==> src/rtl/sipo_frame_rx_if.sv <==
// Serial receive bus: the line in, the assembled word and its strobes out.
// master = line driver / word consumer, slave = the receiver.
interface sipo_frame_rx_if #(
  parameter int DATA_BITS = 8
);
  logic                 serial_in;
  logic [DATA_BITS-1:0] data_out;
  logic                 data_valid;
  logic                 frame_err;
  logic                 busy;

  modport master (
    output serial_in,
    input  data_out,
    input  data_valid,
    input  frame_err,
    input  busy
  );

  modport slave (
    input  serial_in,
    output data_out,
    output data_valid,
    output frame_err,
    output busy
  );
endinterface

==> src/rtl/sipo_frame_rx.sv <==
// Start/data/stop frame receiver: mid-bit sampling, LSB-first, registered word with
// one-cycle data_valid / frame_err strobes; no flow control, one word per frame period.
module sipo_frame_rx #(
  parameter int DATA_BITS    = 8,
  parameter int CLKS_PER_BIT = 1
) (
  input  logic          clk,
  input  logic          reset,
  sipo_frame_rx_if.slave rx
);

  localparam int H  = (CLKS_PER_BIT - 1) / 2;
  localparam int CW = $clog2(CLKS_PER_BIT) + 1;
  localparam int BW = $clog2(DATA_BITS + 1);

  localparam logic [CW-1:0] CNT_HALF = CW'((H > 0) ? (H - 1) : 0);
  localparam logic [CW-1:0] CNT_BIT  = CW'(CLKS_PER_BIT - 1);
  localparam logic [BW-1:0] BIT_LAST = BW'(DATA_BITS - 1);

  typedef enum logic [2:0] {
    S_WAIT_IDLE,
    S_IDLE,
    S_START,
    S_DATA,
    S_STOP
  } state_e;

  state_e               state_q, state_d;
  logic [CW-1:0]        cyc_q, cyc_d;
  logic [BW-1:0]        bit_q, bit_d;
  logic [DATA_BITS-1:0] shift_q, shift_d;
  logic [DATA_BITS-1:0] data_q, data_d;
  logic                 valid_q, valid_d;
  logic                 err_q, err_d;

  always_ff @(posedge clk or posedge reset) begin
    if (reset) begin
      state_q <= S_WAIT_IDLE;
      cyc_q   <= '0;
      bit_q   <= '0;
      shift_q <= '0;
      data_q  <= '0;
      valid_q <= 1'b0;
      err_q   <= 1'b0;
    end else begin
      state_q <= state_d;
      cyc_q   <= cyc_d;
      bit_q   <= bit_d;
      shift_q <= shift_d;
      data_q  <= data_d;
      valid_q <= valid_d;
      err_q   <= err_d;
    end
  end

  always_comb begin
    state_d = state_q;
    cyc_d   = cyc_q;
    bit_d   = bit_q;
    shift_d = shift_q;
    data_d  = data_q;
    valid_d = 1'b0;
    err_d   = 1'b0;

    unique case (state_q)
      S_WAIT_IDLE: begin
        if (rx.serial_in) state_d = S_IDLE;
      end

      S_IDLE: begin
        if (!rx.serial_in) begin
          cyc_d = '0;
          bit_d = '0;
          // With no half-bit wait the start-edge sample is itself the start check.
          state_d = (H == 0) ? S_DATA : S_START;
        end
      end

      S_START: begin
        if (cyc_q == CNT_HALF) begin
          cyc_d   = '0;
          state_d = rx.serial_in ? S_IDLE : S_DATA;
        end else begin
          cyc_d = cyc_q + CW'(1);
        end
      end

      S_DATA: begin
        if (cyc_q == CNT_BIT) begin
          cyc_d   = '0;
          shift_d = DATA_BITS'({rx.serial_in, shift_q} >> 1);
          bit_d   = bit_q + BW'(1);
          if (bit_q == BIT_LAST) state_d = S_STOP;
        end else begin
          cyc_d = cyc_q + CW'(1);
        end
      end

      S_STOP: begin
        if (cyc_q == CNT_BIT) begin
          cyc_d = '0;
          if (rx.serial_in) begin
            data_d  = shift_q;
            valid_d = 1'b1;
            state_d = S_IDLE;
          end else begin
            err_d   = 1'b1;
            state_d = S_WAIT_IDLE;
          end
        end else begin
          cyc_d = cyc_q + CW'(1);
        end
      end

      default: state_d = S_WAIT_IDLE;
    endcase
  end

  assign rx.data_out   = data_q;
  assign rx.data_valid = valid_q;
  assign rx.frame_err  = err_q;
  assign rx.busy       = (state_q == S_START) || (state_q == S_DATA) || (state_q == S_STOP);

endmodule
==> src/flat_wrapper.sv <==
// flat-port wrapper written by rule: the top's interface ports become plain ports
module sipo_frame_rx_flat 
#(
  parameter int DATA_BITS    = 8,
  parameter int CLKS_PER_BIT = 1
)
  (clk, reset, rx_serial_in, rx_data_out, rx_data_valid, rx_frame_err, rx_busy);
  sipo_frame_rx_if #(.DATA_BITS(DATA_BITS)) rx_i ();
  input  logic clk;
  input  logic reset;
  input wire logic [$bits(rx_i.serial_in)-1:0] rx_serial_in;
  output wire logic [$bits(rx_i.data_out)-1:0] rx_data_out;
  output wire logic [$bits(rx_i.data_valid)-1:0] rx_data_valid;
  output wire logic [$bits(rx_i.frame_err)-1:0] rx_frame_err;
  output wire logic [$bits(rx_i.busy)-1:0] rx_busy;
  assign rx_i.serial_in = rx_serial_in;
  assign rx_data_out = rx_i.data_out;
  assign rx_data_valid = rx_i.data_valid;
  assign rx_frame_err = rx_i.frame_err;
  assign rx_busy = rx_i.busy;
  sipo_frame_rx #(.DATA_BITS(DATA_BITS), .CLKS_PER_BIT(CLKS_PER_BIT)) u_core (.clk(clk), .reset(reset), .rx(rx_i));
endmodule
==> config.mk <==
export PLATFORM = sky130hd
export DESIGN_NAME = sipo_frame_rx_flat
export DESIGN_NICKNAME = d
export VERILOG_FILES = /design/src/rtl/sipo_frame_rx_if.sv /design/src/rtl/sipo_frame_rx.sv /design/src/flat_wrapper.sv
export SDC_FILE = /design/constraint.sdc
export NUM_CORES = 1
export LEC_CHECK = 0
export BUFFER_PORTS_ARGS = -buffer_cell sky130_fd_sc_hd__buf_4
export CORE_ASPECT_RATIO = 1.1
export CORE_UTILIZATION = 58
export CTS_BUF_LIST = sky130_fd_sc_hd__clkbuf_8
export DETAILED_ROUTE_END_ITERATION = 8
export MAX_ROUTING_LAYER = met4
export PLACE_DENSITY = 0.79
export SETUP_SLACK_MARGIN = 0.02
export SKIP_LAST_GASP = 1
export SYNTH_ARGS = -nofsm -noshare
export SYNTH_HDL_FRONTEND = slang
export SYNTH_SLANG_ARGS = --single-unit
==> constraint.sdc <==
create_clock -name clk -period 1.7 [get_ports clk]
set_clock_uncertainty 0.2 [all_clocks]
set_input_delay 0 -clock clk [delete_from_list [all_inputs] [get_ports clk]]
set_output_delay 0 -clock clk [all_outputs]
set_load 0.1 [all_outputs]
==> metrics.md <==
| Metric | Value |
|---|---|
| Final hold vios | `0` |
| Pins over their slew limit | `0` |
| Port Buffers | `13` |
| TNS Setup | `0 ps` |
| Synth cell types | `27` |
| Minimum clock period | `approximately 1600 ps` |
| GRT Resource Usage Total | `0.198` |
| Ys flop type | `dfrtp_1` |
| Actual slew at the worst max-slew pin | `a little over 300 ps` |
| DR vias | `between 600 and 700` |
| Setup Crit Path Kind | `flip-flop to flip-flop` |
| Layout cell share with drive strength beyond 1 | `0.433` |
| Synth top cells by count | `dfrtp_1, mux2_2, mux2_4` |
| Layout area overhead | `19.9%` |
| Reg clk slew, reported paths | `~80 ps` |
| CP required | `1650 ps` |
| Routability Congestion | `a little under 0.8` |
| CTS Sinks | `25` |
| Top Ports | `14` |
| Max Fclk | `approximately 630 MHz` |
| Area contributors post-synth | `dfrtp_1, mux2_4, mux2_2, buf_6, inv_1` |
| Mapped Cells | `75` |
| Post-cts resize count | `0` |
| CTS tree | `done` |
| Total Wirelength | `between 1500 and 2000 um` |
| Core ar. | `about 0.0017 mm2` |
| DRC | `0` |
| Slew headroom | `0.797` |
| Startpoint Class | `flip-flop` |
| Vias in the first global route | `639` |
| Period utilisation layout | `0.939` |
| Async SR Flop Fraction | `1.00` |
| Post-DRT Antenna Nets | `0` |
| WL/cell | `around 15 um` |
| Post-synthesis instance area | `between 0.001 and 0.0015 mm2` |
| Max-cap violations | `0` |
| Die Y | `around 47 um` |
| Insertion delay to the later sink of the worst-skew pair | `around 260 ps` |
| Synth warn | `0` |
| Htree depth | `1` |
| Layout net count | `102` |
| Starting Density | `0.646` |
| Crit path max fanout | `9` |
| Avg Cell Area, Syn | `around 14 um2` |
| Global-route wire length before repair | `about 2700 um` |
| EDFF count, synth | `0` |
| Die area | `roughly 0.002 mm2` |
| Root buffer selected by CTS | `clkbuf_8` |
| CP endpoint kind | `flip-flop` |
| DRT iter0 DRCs | `9` |
| DP HPWL | `roughly 1100 um` |
| Initial antenna violation count | `0` |
| WHS | `roughly 150 ps` |
| # rows | `15` |
| Synth top area share | `0.586` |
| Pin count of the biggest net entering global routing | `26` |
| DIE WIDTH | `roughly 43 um` |
| Synth Net Count | `between 70 and 80` |
| Final setup violation count | `0` |
| Num CTS Buffers | `3` |
| Total global routing overflow | `0` |
| Top-count cell post-synth | `dfrtp_1` |
| Status | `finished clean` |
| Yosys reg bits | `25` |
| Critical Path AT | `1550 ps` |
| Clock Path Buffers | `2` |
| Unrepaired setup endpoints after global routing | `false` |
| DR pass1 iterations | `4` |
| Seq/Total Area, Yosys | `0.586` |
| Min-Delay Path Class | `primary input to async pin` |
| Post-synth top area cell | `dfrtp_1` |
| Vias/cell | `about 5.6` |
| N_diodes | `0` |
==> cell families after synthesis <==
kind of cell	synth area share
AOI/OAI and AO/OA	0.0528
and+or+nand+nor	0.0891
adders and majority gates	0.0117
DFF	0.586
xor gates and xnor gates	0.00821
buffers and inverters	0.0457
muxes	0.206
==> layout make-up <==
class                      count  area [um2]
clock buffer                   3        41.3
tap                           17        21.3
clock inverter                 1        5.00
fill                         107         372
sequential                    25         626
multi-input combinational     43         397
timing repair buffer          21         175
inverter                       4        15.0
==> placed cells by master (no fill, tap or decap) <==
cell           count
a211o_1            1
a21oi_1            1
a22o_1             1
a31oi_1            2
and3_1             1
and3b_1            1
buf_12             1
buf_4             18
clkbuf_8           3
clkinv_2           1
dfrtp_1           25
dlygate4sd3_1      2
ha_1               1
inv_1              4
mux2_2             8
mux2_4             8
mux2i_1            1
nand2_1            2
nand2b_1           1
nand3_1            1
nand3b_1           2
nor2_1             3
nor2_2             1
nor3_1             1
nor3b_1            1
nor4bb_1           1
o21a_1             1
o21ai_2            1
o2bb2ai_1          1
or2_2              1
xnor2_1            1
==> routing by layer <==
layer	up-vias	wire, um	GRT usage
met4	0	19	0.0938
li1	308	-	-
met1	308	742	0.241
met2	17	854	0.327
met3	2	62	0.0346
met5	-	0	-
==> critical path, stage by stage (launching register included) <==
cell and delay [ps]:
dfrtp_1 450, nor2_2 160, and3_1 220, buf_12 150
mux2_4 300
==> sequential cells by signal (all words and copies together), names as in the netlist <==
register              count
u_core.rx.frame_err       1
u_core.rx.data_valid      1
u_core.state_q            3
u_core.shift_q            8
u_core.rx.data_out        8
u_core.bit_q              4
==> per-stage QoR <==
step,setup WS [ps],cells,utilization,instance area [um2]
after floorplan,182,75,-,1070
after global placement,151,108,0.735,1210
after detailed placement,112,108,0.735,1210
after CTS,97.3,114,0.775,1280
after global routing,44.7,114,0.775,1280
final,103,114,0.775,1280
==> what timing repair did <==
item / CTS / global route
hold buffers: 2 / 0
endpoints found under the hold margin: 30 / 0
setup buffers: 0 / 0
endpoints found under the setup margin: 0 / 0
==> worst paths after layout <==
kind / end / cells past startpoint / from / slack (ps)
max: u_core.rx.data_out[1]$_DFFE_PP0P_ / 4 / u_core.state_q[0]$_DFFE_PP0P_ / 100
min: u_core.rx.data_out[6]$_DFFE_PP0P_ / 4 / reset / 150
max reg2reg: u_core.rx.data_out[1]$_DFFE_PP0P_ / 4 / u_core.state_q[0]$_DFFE_PP0P_ / 100
min reg2reg: u_core.bit_q[3]$_DFFE_PP0P_ / 1 / u_core.bit_q[3]$_DFFE_PP0P_ / 280
max in group asynchronous: u_core.state_q[0]$_DFFE_PP0P_ / 4 / reset / 910
min in group clk: u_core.bit_q[3]$_DFFE_PP0P_ / 1 / u_core.bit_q[3]$_DFFE_PP0P_ / 280
Power is not shown: default switching activity piles up to over one toggle a cycle in this logic, so the estimate is an artifact.
